$ cat config.mk
export PLATFORM = sky130hd
export DESIGN_NAME = capsense_csd_scan_sequencer
export DESIGN_NICKNAME = d
export VERILOG_FILES = /design/src/rtl/capsense_csd_scan_sequencer.sv
export SDC_FILE = /design/constraint.sdc
export NUM_CORES = 1
export LEC_CHECK = 0
export CAP_MARGIN = 10
export CORE_UTILIZATION = 58
export DETAILED_ROUTE_END_ITERATION = 8
export GPL_TIMING_DRIVEN = 0
export PLACE_DENSITY = 0.86
export SLEW_MARGIN = 20
export SYNTH_ARGS = -nofsm -noshare
export SYNTH_HDL_FRONTEND = slang
export SYNTH_SLANG_ARGS = --single-unit
$ cat constraint.sdc
create_clock -name i_clk -period 7.4 [get_ports i_clk]
set_clock_uncertainty 0.15 [all_clocks]
set_input_delay 1.11 -clock i_clk [delete_from_list [all_inputs] [get_ports i_clk]]
set_output_delay 1.11 -clock i_clk [all_outputs]
set_load 0.05 [all_outputs]
$ cat src/rtl/capsense_csd_scan_sequencer.sv
// Scan sequencer for a CSD capacitive-sense measure channel: walks the enabled sensors,
// settles the analog mux, runs one measurement per sensor and streams the raw counts out.
module capsense_csd_scan_sequencer #(
    parameter int NumSensors    = 16,
    parameter int SelWidth      = 4,
    parameter int CountWidth    = 16,
    parameter int SettleCycles  = 8,
    parameter int TimeoutCycles = 4096
) (
    input  logic                  i_clk,
    input  logic                  i_rst_n,
    input  logic                  i_enable,
    input  logic                  i_scan_req,
    input  logic [NumSensors-1:0] i_scan_mask,
    output logic                  o_meas_start,
    input  logic                  i_meas_done,
    input  logic [CountWidth-1:0] i_meas_count,
    output logic [SelWidth-1:0]   o_sensor_sel,
    output logic                  o_sensor_en,
    output logic                  o_raw_valid,
    input  logic                  i_raw_ready,
    output logic [CountWidth-1:0] o_raw_data,
    output logic [SelWidth-1:0]   o_raw_sensor,
    output logic                  o_raw_timeout,
    output logic                  o_busy,
    output logic                  o_scan_done
);
    typedef enum logic [2:0] {
        S_IDLE, S_FIND, S_SETTLE, S_WAIT, S_OUT, S_RELEASE, S_DONE
    } state_t;

    localparam logic [7:0]          SettleLoad  = 8'(SettleCycles - 1);
    localparam logic [15:0]         TimeoutLast = 16'(TimeoutCycles - 1);
    localparam logic [SelWidth-1:0] LastIndex   = SelWidth'(NumSensors - 1);

    logic [1:0]            r_rst_sync;
    logic                  w_rst_n;
    state_t                r_state;
    state_t                w_state_next;
    logic [NumSensors-1:0] r_mask;
    logic [SelWidth-1:0]   r_index;
    logic [SelWidth-1:0]   r_sensor_sel;
    logic [SelWidth-1:0]   r_raw_sensor;
    logic [7:0]            r_settle_cnt;
    logic [15:0]           r_tmo_cnt;
    logic [CountWidth-1:0] r_raw_data;
    logic                  r_sensor_en;
    logic                  r_raw_timeout;
    logic [NumSensors-1:0] w_cand;
    logic [SelWidth-1:0]   w_found_idx;
    logic                  w_found;

    // Reset bridge: assertion reaches the core at once, release only after two clock edges.
    always_ff @(posedge i_clk or negedge i_rst_n) begin
        if (!i_rst_n) r_rst_sync <= 2'b00;
        else          r_rst_sync <= {r_rst_sync[0], 1'b1};
    end
    assign w_rst_n = r_rst_sync[1];

    genvar gi;
    generate
        for (gi = 0; gi < NumSensors; gi++) begin : g_cand
            assign w_cand[gi] = r_mask[gi] && (32'(gi) >= 32'(r_index));
        end
    endgenerate

    always_comb begin
        w_found     = 1'b0;
        w_found_idx = '0;
        for (int i = NumSensors - 1; i >= 0; i--) begin
            if (w_cand[i]) begin
                w_found     = 1'b1;
                w_found_idx = SelWidth'(i);
            end
        end
    end

    always_ff @(posedge i_clk or negedge w_rst_n) begin
        if (!w_rst_n)      r_state <= S_IDLE;
        else if (i_enable) r_state <= w_state_next;
    end

    always_comb begin
        w_state_next = r_state;
        case (r_state)
            S_IDLE:    if (i_scan_req) w_state_next = S_FIND;
            S_FIND:    w_state_next = w_found ? S_SETTLE : S_DONE;
            S_SETTLE:  if (r_settle_cnt == 8'd0) w_state_next = S_WAIT;
            S_WAIT:    if (i_meas_done || r_tmo_cnt == TimeoutLast) w_state_next = S_OUT;
            S_OUT:     if (i_raw_ready) w_state_next = S_RELEASE;
            S_RELEASE: if (!i_meas_done) w_state_next = (r_index == LastIndex) ? S_DONE : S_FIND;
            S_DONE:    w_state_next = S_IDLE;
            default:   w_state_next = S_IDLE;
        endcase
    end

    always_ff @(posedge i_clk or negedge w_rst_n) begin
        if (!w_rst_n) begin
            r_mask        <= '0;
            r_index       <= '0;
            r_sensor_sel  <= '0;
            r_sensor_en   <= 1'b0;
            r_settle_cnt  <= '0;
            r_tmo_cnt     <= '0;
            r_raw_data    <= '0;
            r_raw_sensor  <= '0;
            r_raw_timeout <= 1'b0;
        end else if (i_enable) begin
            case (r_state)
                S_IDLE: begin
                    if (i_scan_req) begin
                        r_mask  <= i_scan_mask;
                        r_index <= '0;
                    end
                end
                S_FIND: begin
                    if (w_found) begin
                        r_index      <= w_found_idx;
                        r_sensor_sel <= w_found_idx;
                        r_sensor_en  <= 1'b1;
                        r_settle_cnt <= SettleLoad;
                    end
                end
                S_SETTLE: begin
                    if (r_settle_cnt == 8'd0) r_tmo_cnt    <= '0;
                    else                      r_settle_cnt <= r_settle_cnt - 8'd1;
                end
                S_WAIT: begin
                    // A real result wins over a timeout that expires in the same cycle.
                    if (i_meas_done) begin
                        r_raw_data    <= i_meas_count;
                        r_raw_sensor  <= r_index;
                        r_raw_timeout <= 1'b0;
                    end else if (r_tmo_cnt == TimeoutLast) begin
                        r_raw_data    <= '0;
                        r_raw_sensor  <= r_index;
                        r_raw_timeout <= 1'b1;
                    end else begin
                        r_tmo_cnt <= r_tmo_cnt + 16'd1;
                    end
                end
                S_RELEASE: begin
                    if (!i_meas_done) begin
                        r_sensor_en     <= 1'b0;
                        r_mask[r_index] <= 1'b0;
                        if (r_index != LastIndex) r_index <= r_index + SelWidth'(1);
                    end
                end
                default: ;
            endcase
        end
    end

    assign o_meas_start  = (r_state == S_WAIT);
    assign o_raw_valid   = (r_state == S_OUT);
    assign o_busy        = (r_state != S_IDLE);
    assign o_scan_done   = (r_state == S_DONE);
    assign o_sensor_sel  = r_sensor_sel;
    assign o_sensor_en   = r_sensor_en;
    assign o_raw_data    = r_raw_data;
    assign o_raw_sensor  = r_raw_sensor;
    assign o_raw_timeout = r_raw_timeout;
endmodule

* Word level (Yosys, flattened, before mapping)
Cells that the tools add are included.
** Storage, ports and cells
- Bits in registers :: 75
- Bits in latches :: 0
- Memory bits (writable) :: 0
- ROM bits :: 0
- Bits of input ports :: 38
- Word-level logic and storage cells :: 152
- Memories kept :: 0
** Operators by class
- Add/sub/neg operators :: 3
- Multiply operators :: 0
- Divide/modulo/power cells :: 0
- Magnitude comparators :: 17
- Eq/ne operators :: 19
- Shift operators :: 0
- Muxes and demuxes :: 66
- Bitwise operators :: 2
- Reduce and logical (&&, ||, !) cells :: 34
** Operator list (number)
- 16-bit 2-to-1 mux :: 7
- 4-bit 2-to-1 mux :: 22
- 16-bit one-hot mux with 2 select lines :: 2
- 4-bit >= comparator, first input constant :: 7
- 1-bit 2-to-1 mux :: 21
- 3-bit 2-to-1 mux :: 7
- 3-bit one-hot mux with 6 select lines :: 1
- 16-bit by 1-bit adder with 16-bit output, second input constant :: 1
- 16-bit AND :: 1
- 16-bit by 12-bit == test with 1-bit output, second input constant :: 1
- 3-bit by 4-bit >= comparator with 1-bit output, first input constant :: 4
- 1-bit logical AND :: 16
- 8-bit 2-to-1 mux :: 2
- 2-bit != test, second input constant :: 8
- 16-bit inverter :: 1
- 8-bit one-hot mux with 2 select lines :: 1
- 4-bit one-hot mux with 3 select lines :: 1
- 4-bit AND reduction :: 3
- 6-bit AND reduction :: 2
- 2-bit nonzero test :: 5
- 3-bit == test, second input constant :: 3
- 1-bit by 4-bit >= comparator with 1-bit output, first input constant :: 2
- 2-bit by 4-bit >= comparator with 1-bit output, first input constant :: 2
- 8-bit zero test :: 1
- 16 further kinds :: 20

* Logic depth before layout (Yosys ltp)
- Depth after elaboration :: 19
- Depth in mapped cells :: 10
- Mapped depth without buffers :: 8

* Worst setup path after synthesis
No wires, ideal clock.
- Path kind :: register to output
- Start :: register r_state[2]
- End :: output o_raw_valid
- Arrival :: 1818 ps
- Setup slack :: 4322 ps
- Cell stages (with the launch flop) :: 3
- Buffers on the path :: 1
- Cell sequence :: dfrtp_1 > clkbuf_1 > nor3b_1
** Between the ends
- Cells in the longest elaborated chain, start to end :: 1
** Ends and longest elaborated chain
- start: declaration :: line 38 : state_t r_state;
- start signal: assignment :: line 80 : else if (i_enable) r_state <= w_state_next;
- 3-bit == test :: line 155 : assign o_raw_valid = (r_state == S_OUT);
- end: declaration :: line 20 : output logic o_raw_valid,
Every way passes these cells.

* Final worst setup path
- Start :: register r_state[2]
- End :: output o_scan_done
** Between the ends
- Cells in the longest elaborated chain, start to end :: 1
** Ends and longest elaborated chain
- 3-bit == test :: line 157 : assign o_scan_done = (r_state == S_DONE);
- end: declaration :: line 26 : output logic o_scan_done
Every way passes these cells.

==> summary.md <==
| Metric | Value |
|---|---|
| Status | completed |
| Crit path to | o_scan_done |
| Slew Viols, Final | 0 |
| Syn avg cell area | 8.83 um^2 |
| Die height | 87.2 um |
| Hpwl dp | 7.84 mm |
| Sequential share of the synthesized area | 0.446 |
| Overall power | 2.19 mW |
| Pre-CTS setup slack | 3800 ps |
| DR pass1 iterations | 5 |
| CTS buffer count | 9 |
| Worst setup EP type | output pin |
| Port buffer count | 66 |
| Final net count | 600 |
| Synth warn | 0 |
| Via density | 5.94 |
| DRT iter0 DRCs | 252 |
| Number of global-route vias before repair | 3734 |
| Unrepaired setup endpoints after global routing | no |
| Required @ worst endpoint | 6140 ps |
| Max VDD drop | 0.000245 V |
| F_max | 269 MHz |
| CTS root buf | clkbuf_8 |
| Most frequent cells in the layout | nand2_1 (92), dfrtp_1 (74), clkdlybuf4s50_1 (66) |
| TritonCTS clock tree | done |
| CTS resizes | 0 |
| Rows | 30 |
| P per Cell Area | 419 mW/mm^2 |
| Maximum fanout along the worst path | 10 |
| Area grow syn2layout | 24.3% |
| # setup viols final | 0 |
| # H-tree levels | 3 |
| Synth Instances | 477 |
| Final wirelength | 10.8 mm |
| Max cap viols | 0 |
| Setup_tns | 0 ps |
| Gpl congestion | 0.919 |
| CTS Hold Bufs | 0 |
| Rel. slew slack | 0.549 |
| Inst Count DP | 640 |
| Final Util | 0.758 |
| Die area | 0.00760 mm^2 |
| Gr usage total | 0.300 |
| Share of layout cells above drive strength 1 | 0.0804 |
| WP data arrival | 2460 ps |
| Remaining DRCs | 0 |
| Critical Path Start Type | flip-flop |
| Mapped Area | 0.00421 mm^2 |
| Min setup slack post-route | 3680 ps |
| Leak pwr | 2.32 nW |
| Die width | 87.2 um |
| Yosys cell types | 69 |
| Post-detailed-route count of antenna-violating nets | 0 |
| Number of flops mapped to enable cells by yosys | 0 |
| Seq cells post-synth | 75 |
| WS Path Type | reg -> out |
| Worst R2R Setup Slack | 4000 ps |
| Top FF cell, synth | dfrtp_1 |
| CORE AREA | 0.00691 mm^2 |
| Final Instance Count excl. Fillers | 656 |
| Synth Net Count | 522 |
| Final Cycle Share | 0.503 |
| Largest net degree at the start of global routing | 52 |
| Clk Latency, worst-skew pair | 340 ps |
| Count of final hold-check violations | 0 |
| CP startpoint | r_state[2] |
| Num ports | 68 |
| Clock Sinks | 75 |
| Min Tclk post-route | 3720 ps |
| Clk pin slew, worst setup/hold paths | 70 ps |
| Initial antenna violation count | 0 |
| Max clock buf depth | 2 |
| Initial Utilization | 0.610 |
| Most common cell after layout, fill and taps aside | nand2_1 |
| First-pass GRT wire length | 17.7 mm |
| RR Startpoint | r_index[1] |
| Post-CTS setup repair buffer count | 0 |
| R2r endpoint | r_settle_cnt[2] |
| Diode count | 0 |
| Drt wl/cell | 16.4 um |
| Total number of vias | 3896 |
| Total grt overflow | 0 |
| Tightest Pin Transition | 669 ps |
| Worst Reg2Reg Path Length in Cells | 8 |
| HP Class | reg -> async |
| Asr flop ratio synth | 1.00 |
==> final cells by class <==
cell class	instances	area, um^2
inverters	10	40.0
fillers	525	1670
flip-flops and latches	75	1880
clock buffers	11	151
clock inverters	5	58.8
plain buffers	28	131
well taps	96	120
repair buffers	67	688
multi-input cells	364	2160
==> sequential cells by signal, summed over array words and instances, names as in the netlist <==
| name | count |
|---|---|
| o_raw_data | 16 |
| r_rst_sync | 2 |
| o_raw_timeout | 1 |
| r_tmo_cnt | 16 |
| r_settle_cnt | 8 |
| o_sensor_sel | 4 |
| o_raw_sensor | 4 |
| r_index | 4 |
| r_mask | 16 |
| r_state | 3 |
| o_sensor_en | 1 |
==> metrics by stage <==
step           cell area (um^2)  hold slack, ps
5_1_grt                    5230             110
3_5_place_dp               5020            89.3
3_3_place_gp               4990             188
4_1_cts                    5230            90.0
2_1_floorplan              4210             181
6_report                   5230            77.6
==> cell families after synthesis <==
kind of cell / count (synthesis) / share of synthesized area
buf+inv: 38 / 0.0407
mux: 7 / 0.0199
xor+xnor: 14 / 0.0291
other cells: 1 / 0.000891
simple gates: 219 / 0.253
flops: 75 / 0.446
compound gates: 116 / 0.190
fa+ha+maj: 7 / 0.0208
==> synth_stat cells, drive strengths merged (6+ instances only) <==
cell / instances / share of area
buf: 8 / 0.013
or3: 10 / 0.016
clkbuf: 20 / 0.018
nand2: 92 / 0.082
nand3: 23 / 0.027
nand2b: 9 / 0.015
o21ai: 26 / 0.031
and2: 7 / 0.010
dfrtp: 75 / 0.45
inv: 10 / 0.0095
ha: 7 / 0.021
o211ai: 7 / 0.012
a31oi: 7 / 0.010
a21oi: 27 / 0.032
or4: 6 / 0.011
nor2: 41 / 0.039
xor2: 14 / 0.029
==> critical path, stage by stage, from the launching register on <==
cell and delay [ps]:
dfrtp_1 380, clkbuf_1 310, clkbuf_1 420, and2_1 220, clkdlybuf4s50_1 800
==> power breakdown <==
part	switching [mW]	total, mW	internal [mW]
sequential	0.118	0.661	0.543
clock	0.158	0.333	0.175
combinational	0.771	1.20	0.428
==> routing by layer <==
layer	GRT usage	part of all wire
met5	0	0
met4	0.103	0.015
met3	0.0502	0.063
met2	0.501	0.48
met1	0.398	0.44
==> worst min path at each step <==
| stage | slack, ps | to | cells past startpoint | startpoint |
|---|---|---|---|---|
| after floorplan | 180 | r_rst_sync[1] | 0 | r_rst_sync[0] |
| after global placement | 190 | r_rst_sync[1] | 0 | r_rst_sync[0] |
| after detailed placement | 90 | r_settle_cnt[0] | 0 | r_rst_sync[1] |
| after CTS | 90 | r_mask[0] | 0 | r_rst_sync[1] |
| after global routing | 110 | r_mask[11] | 0 | r_rst_sync[1] |
| final | 80 | r_settle_cnt[0] | 0 | r_rst_sync[1] |
No activity file was read; power rests on OpenSTA's default activity.
